**src/rtl/hazard_pkg.sv**
```systemverilog
// rtl/hazard_pkg.sv - shared types and helpers for the pipeline hazard unit
//
// Forward-select encodings, the shadow-slot record that mirrors a pipeline
// stage's destination information, and the producer / forward-select helpers.
package hazard_pkg;

  localparam logic [1:0] FWD_RF  = 2'b00;
  localparam logic [1:0] FWD_WB  = 2'b01;
  localparam logic [1:0] FWD_MEM = 2'b10;

  typedef struct packed {
    logic       valid;
    logic       regwrite;
    logic       memtoreg;
    logic [4:0] dest;
  } slot_t;

  localparam int    SLOT_W = $bits(slot_t);
  localparam slot_t BUBBLE = '0;

  // $0 is hard-wired to zero, so a write to it never produces a value.
  function automatic logic is_producer(slot_t s);
    return s.valid & s.regwrite & (s.dest != 5'd0);
  endfunction

  // The younger producer (currently in EX, about to be in MEM) wins.
  function automatic logic [1:0] fwd_sel(logic uses, logic [4:0] src,
                                         slot_t e, slot_t m);
    if (uses && is_producer(e) && (e.dest == src)) return FWD_MEM;
    if (uses && is_producer(m) && (m.dest == src)) return FWD_WB;
    return FWD_RF;
  endfunction

endpackage

```
**src/rtl/sat_counter.sv**
```systemverilog
// rtl/sat_counter.sv - saturating event counter
//
// Ports:
//   clk    pipeline clock
//   reset  asynchronous active-high reset, clears the count
//   en     count this cycle
//   count  current value, sticks at all-ones
module sat_counter #(
  parameter int CNT_W = 16
) (
  input  logic             clk,
  input  logic             reset,
  input  logic             en,
  output logic [CNT_W-1:0] count
);

  always_ff @(posedge clk or posedge reset) begin
    if (reset) begin
      count <= '0;
    end else if (en && (count != {CNT_W{1'b1}})) begin
      count <= count + 1'b1;
    end
  end

endmodule

```
**src/rtl/hazard_unit.sv**
```systemverilog
// rtl/hazard_unit.sv - forwarding, load-use stall and branch flush control
//
// Ports:
//   clk, reset                    clock, asynchronous active-high reset
//   rs_D, rt_D, rd_D              ID-stage register fields
//   uses_rs_D, uses_rt_D          ID instruction reads rs / rt
//   valid_D                       ID slot holds a real instruction
//   regwrite_D, memtoreg_D        ID control bits
//   regdst_D                      1: dest = rd_D, 0: dest = rt_D
//   branch_taken_M                branch in MEM resolved taken
//   ForwardA, ForwardB            registered EX operand selects
//   StallF, StallD                hold PC and IF/ID
//   FlushD, FlushE                bubble IF/ID and ID/EX
//   stall_count, flush_count      saturating event counters
module hazard_unit
  import hazard_pkg::*;
#(
  parameter int CNT_W = 16
) (
  input  logic             clk,
  input  logic             reset,
  input  logic [4:0]       rs_D,
  input  logic [4:0]       rt_D,
  input  logic [4:0]       rd_D,
  input  logic             uses_rs_D,
  input  logic             uses_rt_D,
  input  logic             valid_D,
  input  logic             regwrite_D,
  input  logic             memtoreg_D,
  input  logic             regdst_D,
  input  logic             branch_taken_M,
  output logic [1:0]       ForwardA,
  output logic [1:0]       ForwardB,
  output logic             StallF,
  output logic             StallD,
  output logic             FlushD,
  output logic             FlushE,
  output logic [CNT_W-1:0] stall_count,
  output logic [CNT_W-1:0] flush_count
);

  // Only the E and M shadows are kept: a WB producer needs no forwarding
  // because the register file is write-through, so nothing reads a W copy.
  slot_t e_q;
  slot_t m_q;
  slot_t slot_d;
  logic  lu;
  logic  flush_e;

  always_comb begin
    slot_d          = BUBBLE;
    slot_d.valid    = valid_D;
    slot_d.regwrite = regwrite_D;
    slot_d.memtoreg = memtoreg_D;
    slot_d.dest     = regdst_D ? rd_D : rt_D;
  end

  assign lu = is_producer(e_q) & e_q.memtoreg & valid_D &
              ((uses_rs_D & (rs_D == e_q.dest)) |
               (uses_rt_D & (rt_D == e_q.dest)));

  assign flush_e = branch_taken_M | lu;

  // Branch flush overrides the stall; all controls are quiet during reset.
  assign FlushD = branch_taken_M & ~reset;
  assign FlushE = flush_e & ~reset;
  assign StallD = lu & ~branch_taken_M & ~reset;
  assign StallF = StallD;

  always_ff @(posedge clk or posedge reset) begin
    if (reset) begin
      e_q      <= BUBBLE;
      m_q      <= BUBBLE;
      ForwardA <= FWD_RF;
      ForwardB <= FWD_RF;
    end else begin
      m_q <= branch_taken_M ? BUBBLE : e_q;
      if (flush_e) begin
        e_q      <= BUBBLE;
        ForwardA <= FWD_RF;
        ForwardB <= FWD_RF;
      end else begin
        // Selects look at the slots as they are before this edge: old E
        // becomes MEM, old M becomes WB during the new EX cycle.
        e_q      <= slot_d;
        ForwardA <= fwd_sel(uses_rs_D, rs_D, e_q, m_q);
        ForwardB <= fwd_sel(uses_rt_D, rt_D, e_q, m_q);
      end
    end
  end

  sat_counter #(.CNT_W(CNT_W)) u_stall_cnt (
    .clk   (clk),
    .reset (reset),
    .en    (StallD),
    .count (stall_count)
  );

  sat_counter #(.CNT_W(CNT_W)) u_flush_cnt (
    .clk   (clk),
    .reset (reset),
    .en    (branch_taken_M),
    .count (flush_count)
  );

endmodule
```
**config.mk**
```make
export PLATFORM = sky130hd
export DESIGN_NAME = hazard_unit
export DESIGN_NICKNAME = d
export VERILOG_FILES = /design/src/rtl/hazard_pkg.sv /design/src/rtl/sat_counter.sv /design/src/rtl/hazard_unit.sv
export SDC_FILE = /design/constraint.sdc
export NUM_CORES = 1
export LEC_CHECK = 0
export CELL_PAD_IN_SITES_DETAIL_PLACEMENT = 0
export CELL_PAD_IN_SITES_GLOBAL_PLACEMENT = 1
export CORE_MARGIN = 8
export CORE_UTILIZATION = 41
export DETAILED_ROUTE_END_ITERATION = 7
export PLACE_DENSITY_LB_ADDON = 0.1
export SETUP_SLACK_MARGIN = 0.05
export SLEW_MARGIN = 10
export SYNTH_ARGS = -nofsm -noshare
export SYNTH_HDL_FRONTEND = slang
export SYNTH_SLANG_ARGS = --single-unit
```
**constraint.sdc**
```tcl
create_clock -name clk -period 3.5 [get_ports clk]
set_input_delay 0.35 -clock clk [delete_from_list [all_inputs] [get_ports clk]]
set_output_delay 0.35 -clock clk [all_outputs]
set_load 0.01 [all_outputs]
```
# [After elaboration in Yosys (flattened, before gate mapping)]
# Index checks and enable logic that the tools add are counted.
[word_totals] register_bits=51 latchBits=0 ramBits=0 romBits=0 input_bits=24 output_inout_bits=40 wordCells=73 memories=0
[classes] addsub=2 mul=0 div=0 order_cmp=0 eq_ne=8 n_shift=0 n_mux=23 n_bitwise=17 reduce_logical=12
[ops] cell="16-bit by 1-bit adder with 16-bit output (second input constant)" n=2
[ops] cell="16-bit inequality test (second input constant)" n=2
[ops] cell="5-bit == test" n=6
[ops] cell="2-bit two-way mux" n=10
[ops] cell="8-bit two-way mux" n=2
[ops] cell="1-bit AND" n=13
[ops] cell="1-bit logical AND" n=10
[ops] cell="1-bit two-way mux" n=10
[ops] cell="5-bit nonzero test" n=2
[ops] cell="5-bit two-way mux" n=1
[ops] cell="1-bit NOT" n=2
[ops] cell="1-bit bitwise OR" n=2

# [Logic depth before layout (Yosys ltp)]
# Gate-level depths: netlist (run 1).
[depth] ltp_word=12 ltp_mapped=8 mapped_depth_nobuf=7

# [Cells and area by module]
# A second synthesis (run 1) with hierarchy kept.
[hier_totals] hier_cells=229 area_unflattened_um2=2591.2
[modules_own_cells] module="sat_counter" n_inst=2 cells_per_inst=71 area_each_um2=805.8 seq_area_each_um2=400.4
[modules_own_cells] module="hazard_unit" n_inst=1 cells_per_inst=87 area_each_um2=979.7 seq_area_each_um2=475.5

# [Least setup slack after synthesis (run 1)]
# No wires, ideal clock.
[synth_path] path_type="in2out" startpoint="input port reset" endpoint="output port FlushE" t_arrival_ps=1733 t_required_ps=3150 slack_ps=1417 cell_stages=2 path_buffers=0 path_cell_list="inv_1 > and2_1"
[synth_via] elab_chain_cells=2
[synth_rtl] item="start, declared" line="hazard_unit.sv:21" rtl="input logic reset,"
[synth_rtl] item="1-bit NOT" line="hazard_unit.sv:66" rtl="assign FlushE = flush_e & ~reset;"
[synth_rtl] item="1-bit AND" line="hazard_unit.sv:66"
[synth_rtl] item="end, declared" line="hazard_unit.sv:37" rtl="output logic FlushE,"
# Every way passes these cells.

# [Worst setup path in the final report (run 1)]
[layout_path] startpoint="input port rt_D[0]" endpoint="output port FlushE"
[layout_via] elab_chain_cells=6
[layout_rtl] item="start, declared" line="hazard_unit.sv:23" rtl="input logic [4:0] rt_D,"
[layout_rtl] item="5-bit == test" line="hazard_unit.sv:60" rtl="(uses_rt_D & (rt_D == e_q.dest)));"
[layout_rtl] item="1-bit AND" line="hazard_unit.sv:60"
[layout_rtl] item="1-bit bitwise OR" line="hazard_unit.sv:59" rtl="((uses_rs_D & (rs_D == e_q.dest)) |"
[layout_rtl] item="1-bit AND" line="hazard_unit.sv:58" rtl="assign lu = is_producer(e_q) & e_q.memtoreg & valid_D &"
[layout_rtl] item="1-bit bitwise OR" line="hazard_unit.sv:62" rtl="assign flush_e = branch_taken_M | lu;"
[layout_rtl] item="1-bit AND" line="hazard_unit.sv:66"
# Every way passes these cells.

==> impl_results.md, run 1 <==
* Final hold viol count at 0
* Count of filler cells inserted in the layout at around 530
* Final Slew Violations at 0
* Post-synth EDFFs at 0
* Launch point of the worst reg-to-reg path: u_stall_cnt.count[0]
* Commonest non-fill, non-tap cells in the layout: clkdlybuf4s50_1 (63), dfrtp_1 (51), xor2_1 (29)
* Number of vias in the routed layout at between 1500 and 2000
* Number of synthesis warnings at 0
* Initial antenna violation count at 0
* Peak supply drop at between 0.2 and 0.3 mV
* Flop2flop setup slack at between 1 and 1.5 ns
* Std-Cell Core Area at ~5900 µm²
* Endpoints failing setup at 0
* Antenna fix cells at 0
* Clock latency at the later pin of the worst-skew pair at 0.31 ns
* Netlist area before placement at approximately 2500 µm²
* Power density over the cells at slightly below 400 nW/µm²
* Most frequently used flop master after synthesis: dfrtp_1
* Most common cell after layout, fill and taps aside: clkdlybuf4s50_1
* Total nets after synthesis at 256
* Number of nets in the final layout at about 320
* Detail Route Antenna Nets at 0
* Sequential cell area in the final layout at 1276 µm²
* Utilization after layout at 0.5609
* Global Route Usage Sum at 0.1318
* Worst hold path endpoint: u_flush_cnt.count[7]
* Max capacitance violation total at 0
* TritonCTS clock tree: done
* Detailed placement HPWL at 4176 µm
* Cts-stage hold buffer count at 0
* Critical path class: input pin to primary output
* Post CTS Setup Buffer Count at 0
* Row count at 28
* Worst setup EP type: primary output
* Unrepaired setup endpoints after global routing: no
* Initial core utilization at 0.4250
* Hold Path Class: flip-flop to flip-flop
* Share of final-layout standard cells stronger than drive strength 1 at 0.08054
* Synth top area cells: dfrtp_1 (51%), xor2_1 (10%), xnor2_1 (7.0%)
* Maximum clock frequency at between 300 and 400 MHz
* Unique cell type count in the Yosys netlist at 39
* Time the worst path needs with I/O delays and setup at slightly below 3 ns
* Aggregate negative setup slack at 0 ns
* P_leak at roughly 1.5 nW
* Master cell of the clock root buffer: clkbuf_8
* Number of clock sinks at just over 50
* Post-synth top area cell: dfrtp_1
* Cell count after synthesis at 230
* Area of the die at around 9000 µm²
* Maximum clock skew at final layout at 0.01040 ns
* Transition time of the tightest slew-check pin at ~0.63 ns
* I/O Pins at 64
* Number of synthesized register bits at 51
* Startpoint of the most critical hold path: u_flush_cnt.count[7]
* Seq/Total Area, Yosys at 0.5072
* Clock-pin slew of the registers on the worst-case setup and hold paths at ~0.1 ns
* Worst max-slew margin expressed relative to the limit at 0.5797
* R2R cell count at 5
* Routed wire per std cell at ~15 µm
* Mean post-synth cell area at roughly 11 µm²
* Final GP Congestion at 0.7527
* Maximum fanout along the worst path at 4
* Wire length of the first global-routing pass at roughly 9300 µm
* Area growth from synthesis to layout at 31.97%
* Area taken by multi-input logic gates at approximately 1200 µm²
* Crit Reg-Reg Endpoint: u_stall_cnt.count[1]
* Vias per inst at roughly 5
* Post-Route WL at ~5600 µm
* Hold Crit Depth at 1
* Count of instances resized after the clock tree is built at 0
* Part of the cycle the worst path needs at 0.8270
* CTS HTree Levels at 2
* Width of the die at ~94 µm
* Count of buffers from port buffering at 63
* Die extent in y at 94.34 µm
* Number of CTS-inserted buffers at 5
* Startpoint type of the worst setup path: input pin
* Synth async-reset ratio at 1.000
* Proportion of netlist area held by the largest area contributor at 0.5072
* Grt total ovfl at 0
* Clk buf depth at 2
* DRC at 0
* Run status: finished, final reports clean
* Power Total at 1.306 mW
* Detailed-routing iteration count for the pre-antenna-repair pass at 4
* Largest net degree at the start of global routing at 52
* Via count of the first global-routing pass at roughly 1900
* First DRT Iteration DRCs at 52
* Crit path DAT at approximately 2.5 ns
* Worst EP required at 3.15 ns
==> power breakdown <==
group          total (mW)  internal [mW]  leakage, nW  switching [mW]
logic               0.256          0.151        0.740           0.105
clock network       0.351          0.143       0.0408           0.208
registers           0.698          0.636        0.689          0.0616
total                1.31          0.931         1.47           0.375
==> cells in the mapped netlist, types with 3 or more instances <==
cell	count
and3_1	4
inv_1	7
nor2b_1	8
and2_1	3
nand2_1	13
nor2_1	25
mux2i_1	5
nand3_1	19
dfrtp_1	51
nand4_1	9
nor4_1	3
nor3_2	4
xnor2_1	20
xor2_1	29
nor3_1	3
==> through the flow <==
stage	cell area, µm²	instances	hold slack (ns)	setup WS [ns]
final	3321	373	0.4993	0.6056
after detailed placement	3228	365	0.4806	0.5980
after global placement	3228	365	0.4779	0.6429
after CTS	3321	373	0.5008	0.5841
after global routing	3321	373	0.5084	0.4231
after floorplan	2516	230	0.4562	1.417
==> final cells by class <==
type | instances | area share
inverter | 7 | 0.007913
tap | 75 | 0.02826
timing repair buffer | 66 | 0.1967
multi-input combinational | 166 | 0.3549
clock buffer | 5 | 0.02072
sequential | 51 | 0.3843
clock inverter | 3 | 0.007159
==> flip-flops by register name, indices dropped and copies added, names as in the netlist <==
signal	cells
u_flush_cnt.count	16
u_stall_cnt.count	16
e_q	8
ForwardA	2
ForwardB	2
m_q	7
==> metal layers <==
layer / routed length, µm / vias to the layer above / global-route usage
li1: - / 904 / -
met1: 2610 / 897 / 0.1675
met2: 2526 / 51 / 0.2005
met3: 417 / 7 / 0.04841
met4: 85 / 0 / 0.04888
met5: 0 / - / 0
==> kinds of logic after synthesis <==
kind of cell / count (synthesis) / share of synthesized area
AOI/OAI and AO/OA: 6 / 0.02934
xor gates and xnor gates: 49 / 0.1706
adders and majority gates: 2 / 0.009944
and+or+nand+nor: 101 / 0.2238
buffers and inverters: 13 / 0.02437
DFF: 51 / 0.5072
muxes: 8 / 0.03481
==> critical path: stages <==
cell and delay (ns):
clkdlybuf4s50_1 0.53, xnor2_1 0.14, nand4_1 0.12, nor3_2 0.41, nor2_1 0.11, o21bai_1 0.20
and2_1 0.15, clkdlybuf4s50_1 0.53
==> worst max path at each step <==
stage	from	to	cells past startpoint
4_1_cts	rt_D[0]	FlushE	8
6_report	rt_D[0]	FlushE	8
5_1_grt	rt_D[0]	FlushE	8
3_5_place_dp	rt_D[3]	FlushE	8
2_1_floorplan	reset	FlushE	2
3_3_place_gp	rt_D[0]	FlushE	8
No activity file was read; power rests on OpenSTA's default activity.
==> inputs of run 2 (changes only) <==
CORE_UTILIZATION = 34   (was 41)
clock period = 2.36 ns   (was 3.5 ns; I/O delays follow)
==> impl_results.md, run 2 (synthesized netlist as in run 1, its figures left out) <==
* Run status: finished, final reports clean (unchanged)
* TritonCTS clock tree: done (unchanged)
* Maximum clock frequency at roughly 440 MHz
* Hold Crit Depth at 3 (was 1)
* Routed wire per std cell at 14.31 µm (was 15.12 µm)
* Clock latency at the later pin of the worst-skew pair at 0.31 ns (about the same)
* Number of nets in the final layout at 340 (was 323)
* Number of vias in the routed layout at 1864 (was 1859)
* Grt total ovfl at 0 (unchanged)
* Via count of the first global-routing pass at 2029 (was 1903)
* Worst EP required at 2.12 ns (was 3.15 ns)
* Final GP Congestion at 0.7537 (was 0.7527)
* Count of filler cells inserted in the layout at 701 (was 525)
* Row count at 31 (was 28)
* Part of the cycle the worst path needs at 0.9596
* Count of placed standard cells including taps at 402 (was 365)
* Final hold viol count at 0 (unchanged)
* Peak supply drop at 0.3736 mV (was 0.2634 mV)
* Detailed-routing iteration count for the pre-antenna-repair pass at 4 (unchanged)
* Vias per inst at 4.502 (was 4.984)
* Unrepaired setup endpoints after global routing: yes (was no)
* Max capacitance violation total at 0 (unchanged)
* Hold Path Class: input pin to flip-flop (was flip-flop to flip-flop)
* Master cell of the clock root buffer: clkbuf_8 (unchanged)
* Initial core utilization at 0.3488 (was 0.4250)
* Final cell count without fillers at 414 (was 373)
* Antenna fix cells at 0 (unchanged)
* Wire length of the first global-routing pass at 9784 µm (was 9315 µm)
* Worst setup EP type: primary output (unchanged)
* Source of the critical timing path: e_q[0] (was rt_D[0])
* Worst Hold Slack at 0.4581 ns (was 0.4993 ns)
* Area growth from synthesis to layout at 40.58% (was 31.97%)
* Detail Route Antenna Nets at 0 (unchanged)
* Commonest non-fill, non-tap cells in the layout: clkdlybuf4s50_1 (60), dfrtp_1 (49), xor2_1 (29) (was clkdlybuf4s50_1 (63), dfrtp_1 (51), xor2_1 (29))
* Power density over the cells at 609.7 nW/µm² (was 393.2 nW/µm²)
* Final Slew Violations at 0 (unchanged)
* Sequential cell area in the final layout at 1279 µm² (was 1276 µm²)
* Number of clock sinks at 51 (unchanged)
* First DRT Iteration DRCs at 64 (was 52)
* Startpoint of the most critical hold path: regwrite_D (was u_flush_cnt.count[7])
* Crit Reg-Reg Endpoint: u_stall_cnt.count[1] (unchanged)
* Most common cell after layout, fill and taps aside: clkdlybuf4s50_1 (unchanged)
* Endpoints failing setup at 0 (unchanged)
* Worst hold path endpoint: e_q[6] (was u_flush_cnt.count[7])
* Clk buf depth at 2 (unchanged)
* Area of the die at 10410 µm² (was 8900 µm²)
* Global Route Usage Sum at 0.1210 (was 0.1318)
* Number of CTS-inserted buffers at 5 (unchanged)
* Width of the die at 102.0 µm (was 94.34 µm)
* Flop2flop setup slack at 0.27 ns (was 1.45 ns)
* Post-Route WL at 5923 µm (was 5639 µm)
* Time the worst path needs with I/O delays and setup at 2.265 ns
* Critical path class: flip-flop to primary output (was input pin to primary output)
* I/O Pins at 64 (unchanged)
* Count of buffers from port buffering at 63 (unchanged)
* Maximum fanout along the worst path at 3 (was 4)
* Crit path DAT at 2.03 ns (was 2.54 ns)
* DRC at 0 (unchanged)
* Maximum clock skew at final layout at 0.005698 ns (was 0.01040 ns)
* Final setup slack of the worst path at 0.09525 ns (was 0.6056 ns)
* Worst max-slew margin expressed relative to the limit at 0.5743 (was 0.5797)
* P_leak at 1.585 nW (was 1.470 nW)
* Initial antenna violation count at 0 (unchanged)
* Transition time of the tightest slew-check pin at 0.6385 ns (was 0.6305 ns)
* Launch point of the worst reg-to-reg path: u_stall_cnt.count[2] (was u_stall_cnt.count[0])
* Largest net degree at the start of global routing at 52 (unchanged)
* Minimum setup slack after placement at -0.07039 ns (was 0.5980 ns)
* R2R cell count at 5 (unchanged)
* Std-Cell Core Area at 7214 µm² (was 5921 µm²)
* Cts-stage hold buffer count at 0 (unchanged)
* Share of final-layout standard cells stronger than drive strength 1 at 0.1492 (was 0.08054)
* Startpoint type of the worst setup path: flip-flop (was input pin)
* Die extent in y at 102.0 µm (was 94.34 µm)
* Utilization after layout at 0.4903 (was 0.5609)
* Detailed placement HPWL at 4417 µm (was 4176 µm)
* Aggregate negative setup slack at 0 ns (unchanged)
* Largest registers in the final layout: u_flush_cnt.count: 16 flops, u_stall_cnt.count: 16 flops, e_q: 8 flops (unchanged)
* Clock-pin slew of the registers on the worst-case setup and hold paths at 0.10 ns (about the same)
* Area taken by multi-input logic gates at 1196 µm² (was 1179 µm²)
* CTS HTree Levels at 2 (unchanged)
run 2: worst max-delay path by stage:
stage	to	cells after the start
floorplan	u_stall_cnt.count[1]	6
finish	StallD	6
CTS	StallD	6
detailed placement	FlushE	8
global placement	FlushE	8
global route	StallF	6
run 2: area by class of cell:
type                            count  share of cell area
Clock buffer                        5             0.01946
Clock inverter                      3             0.01910
Inverter                            7            0.007428
Multi-Input combinational cell    166              0.3382
Sequential cell                    51              0.3615
Tap cell                           99             0.03502
Timing Repair Buffer               83              0.2193
run 2: timing repair:
action,in CTS,in global routing
buffers inserted,4,0
gates resized for setup,7,5
pin swaps,2,2
setup endpoints to repair,3,3
run 2: where the power goes:
group | internal, mW | switching [mW] | total [mW]
Sequential | 0.944 | 0.0861 | 1.03
Combinational | 0.240 | 0.161 | 0.401
Clock | 0.423 | 0.302 | 0.725
Total | 1.61 | 0.550 | 2.16
run 2: metrics by stage:
step	power [mW]	cell area, µm²
after detailed placement	1.449	3356
final	2.157	3537
after global routing	2.275	3537
after floorplan	1.223	2516
after CTS	2.189	3527
after global placement	1.449	3356
run 2: routing by layer:
metal | global-route usage | wire length (µm)
met1 | 0.1543 | 2810
met2 | 0.1869 | 2654
met3 | 0.03883 | 377
met4 | 0.04402 | 80
met5 | 0 | 0
run 2: critical path, cell delays in order (launching register included):
cell	delay, ns
dfrtp_2	0.44
or3_4	0.39
o311a_4	0.37
nor4b_4	0.15
o21ai_2	0.07
inv_1	0.06
clkdlybuf4s15_1	0.23
==> inputs of run 3 (changes only) <==
SKIP_CTS_REPAIR_TIMING = 1   (was unset)
==> impl_results.md, run 3 (synthesized netlist as in run 1, its figures left out) <==
* Run status: finished, final reports clean (unchanged)
* Antenna fix cells at 0 (unchanged)
* Maximum fanout along the worst path at 4 (was 3)
* Area growth from synthesis to layout at 39.18% (was 40.58%)
* Wire length of the first global-routing pass at 9742 µm (was 9784 µm)
* Clock-pin slew of the registers on the worst-case setup and hold paths at 0.10 ns (about the same)
* Launch point of the worst reg-to-reg path: u_stall_cnt.count[2] (unchanged)
* Number of CTS-inserted buffers at 5 (unchanged)
* Aggregate negative setup slack at 0 ns (unchanged)
* Detailed placement HPWL at 4417 µm (unchanged)
* Count of buffers from port buffering at 63 (unchanged)
* Source of the critical timing path: e_q[0] (unchanged)
* Final GP Congestion at 0.7537 (unchanged)
* Final Slew Violations at 0 (unchanged)
* Endpoints failing setup at 0 (unchanged)
* CTS HTree Levels at 2 (unchanged)
* Vias per inst at 4.534 (was 4.502)
* Largest registers in the final layout: u_flush_cnt.count: 16 flops, u_stall_cnt.count: 16 flops, e_q: 8 flops (unchanged)
* Detail Route Antenna Nets at 0 (unchanged)
* Post-Route WL at 5857 µm (was 5923 µm)
* Unrepaired setup endpoints after global routing: yes (unchanged)
* P_leak at 1.608 nW (was 1.585 nW)
* Area taken by multi-input logic gates at 1179 µm² (was 1196 µm²)
* Detailed-routing iteration count for the pre-antenna-repair pass at 4 (unchanged)
* Grt total ovfl at 0 (unchanged)
* Die extent in y at 102.0 µm (unchanged)
* Routed wire per std cell at 14.29 µm (was 14.31 µm)
* Number of vias in the routed layout at 1859 (was 1864)
* Final cell count without fillers at 410 (was 414)
* Startpoint of the most critical hold path: regwrite_D (unchanged)
* Part of the cycle the worst path needs at 0.9544 (was 0.9596)
* Row count at 31 (unchanged)
* Power density over the cells at 612.4 nW/µm² (was 609.7 nW/µm²)
* Largest net degree at the start of global routing at 52 (unchanged)
* First DRT Iteration DRCs at 69 (was 64)
* Startpoint type of the worst setup path: flip-flop (unchanged)
* Maximum clock skew at final layout at 0.005390 ns (was 0.005698 ns)
* Via count of the first global-routing pass at 2018 (was 2029)
* I/O Pins at 64 (unchanged)
* TritonCTS clock tree: done (unchanged)
* Number of nets in the final layout at 336 (was 340)
* Peak supply drop at 0.3734 mV (was 0.3736 mV)
* Hold Path Class: input pin to flip-flop (unchanged)
* Count of filler cells inserted in the layout at 703 (was 701)
* Maximum clock frequency at 444.0 MHz (was 441.6 MHz)
* Worst max-slew margin expressed relative to the limit at 0.5734 (was 0.5743)
* Time the worst path needs with I/O delays and setup at 2.252 ns (was 2.265 ns)
* Area of the die at 10410 µm² (unchanged)
* Number of clock sinks at 51 (unchanged)
* Clock latency at the later pin of the worst-skew pair at 0.31 ns (about the same)
* Initial core utilization at 0.3488 (unchanged)
* Most common cell after layout, fill and taps aside: clkdlybuf4s50_1 (unchanged)
* Sequential cell area in the final layout at 1279 µm² (unchanged)
* Std-Cell Core Area at 7214 µm² (unchanged)
* Worst setup EP type: primary output (unchanged)
* Commonest non-fill, non-tap cells in the layout: clkdlybuf4s50_1 (60), dfrtp_1 (49), xor2_1 (29) (unchanged)
* Initial antenna violation count at 0 (unchanged)
* Transition time of the tightest slew-check pin at 0.6399 ns (was 0.6385 ns)
* Max capacitance violation total at 0 (unchanged)
* Width of the die at 102.0 µm (unchanged)
* Global Route Usage Sum at 0.1206 (was 0.1210)
* Master cell of the clock root buffer: clkbuf_8 (unchanged)
* Critical path class: flip-flop to primary output (unchanged)
* Final hold viol count at 0 (unchanged)
* Clk buf depth at 2 (unchanged)
* DRC at 0 (unchanged)
* Worst EP required at 2.12 ns (about the same)
* Crit path DAT at 2.02 ns (was 2.03 ns)
* Count of placed standard cells including taps at 402 (unchanged)
* Share of final-layout standard cells stronger than drive strength 1 at 0.1254 (was 0.1492)
## run 3: report_power, final
part | switching, mW | leakage (nW) | internal, mW | total (mW)
logic | 0.158 | 0.858 | 0.233 | 0.391
registers | 0.0864 | 0.686 | 0.944 | 1.03
clock network | 0.300 | 0.0644 | 0.423 | 0.723
total | 0.544 | 1.61 | 1.60 | 2.14
## run 3: critical path, stage by stage (launching register included)
cell	delay (ns)
dfrtp_2	0.45
or3_1	0.39
o311a_4	0.34
nand3_1	0.12
o21bai_1	0.09
and2_1	0.15
dlymetal6s2s_1	0.17
## run 3: layer usage
metal,global-route usage,vias to the layer above,share of wire
met3,0.03883,8,0.061
met2,0.1879,39,0.45
met5,0,-,0
met4,0.04402,0,0.014
li1,-,936,-
met1,0.1524,876,0.47
## run 3: layout make-up
class | count | area share
clock buffers | 5 | 0.01965
flip-flops and latches | 51 | 0.3651
inverters | 7 | 0.007503
repair buffers | 79 | 0.2165
well taps | 99 | 0.03537
multi-input cells | 166 | 0.3365
clock inverters | 3 | 0.01929
## run 3: final timing paths
check | cells after the start | endpoint | slack [ns]
worst min register to register | 1 | u_stall_cnt.count[5] | 0.49
max in group asynchronous | 3 | e_q[1] | 1.32
worst max register to register | 5 | u_stall_cnt.count[1] | 0.27
min in group asynchronous | 3 | u_flush_cnt.count[8] | 0.59
worst min-delay path | 3 | e_q[6] | 0.46
worst max-delay path | 6 | FlushE | 0.11
## run 3: through the flow
stage / worst slack, ns / hold slack (ns) / instance area (µm²) / power [mW] / utilization
after detailed placement: -0.07039 / 0.4808 / 3356 / 1.449 / 0.4651
final: 0.1076 / 0.4581 / 3502 / 2.145 / 0.4854
after floorplan: 0.4673 / 0.3422 / 2516 / 1.223 / -
after global placement: -0.04923 / 0.4771 / 3356 / 1.449 / 0.4651
after global routing: 0.01016 / 0.4734 / 3502 / 2.265 / 0.4854
after CTS: -0.2452 / 0.4621 / 3492 / 2.183 / 0.4840
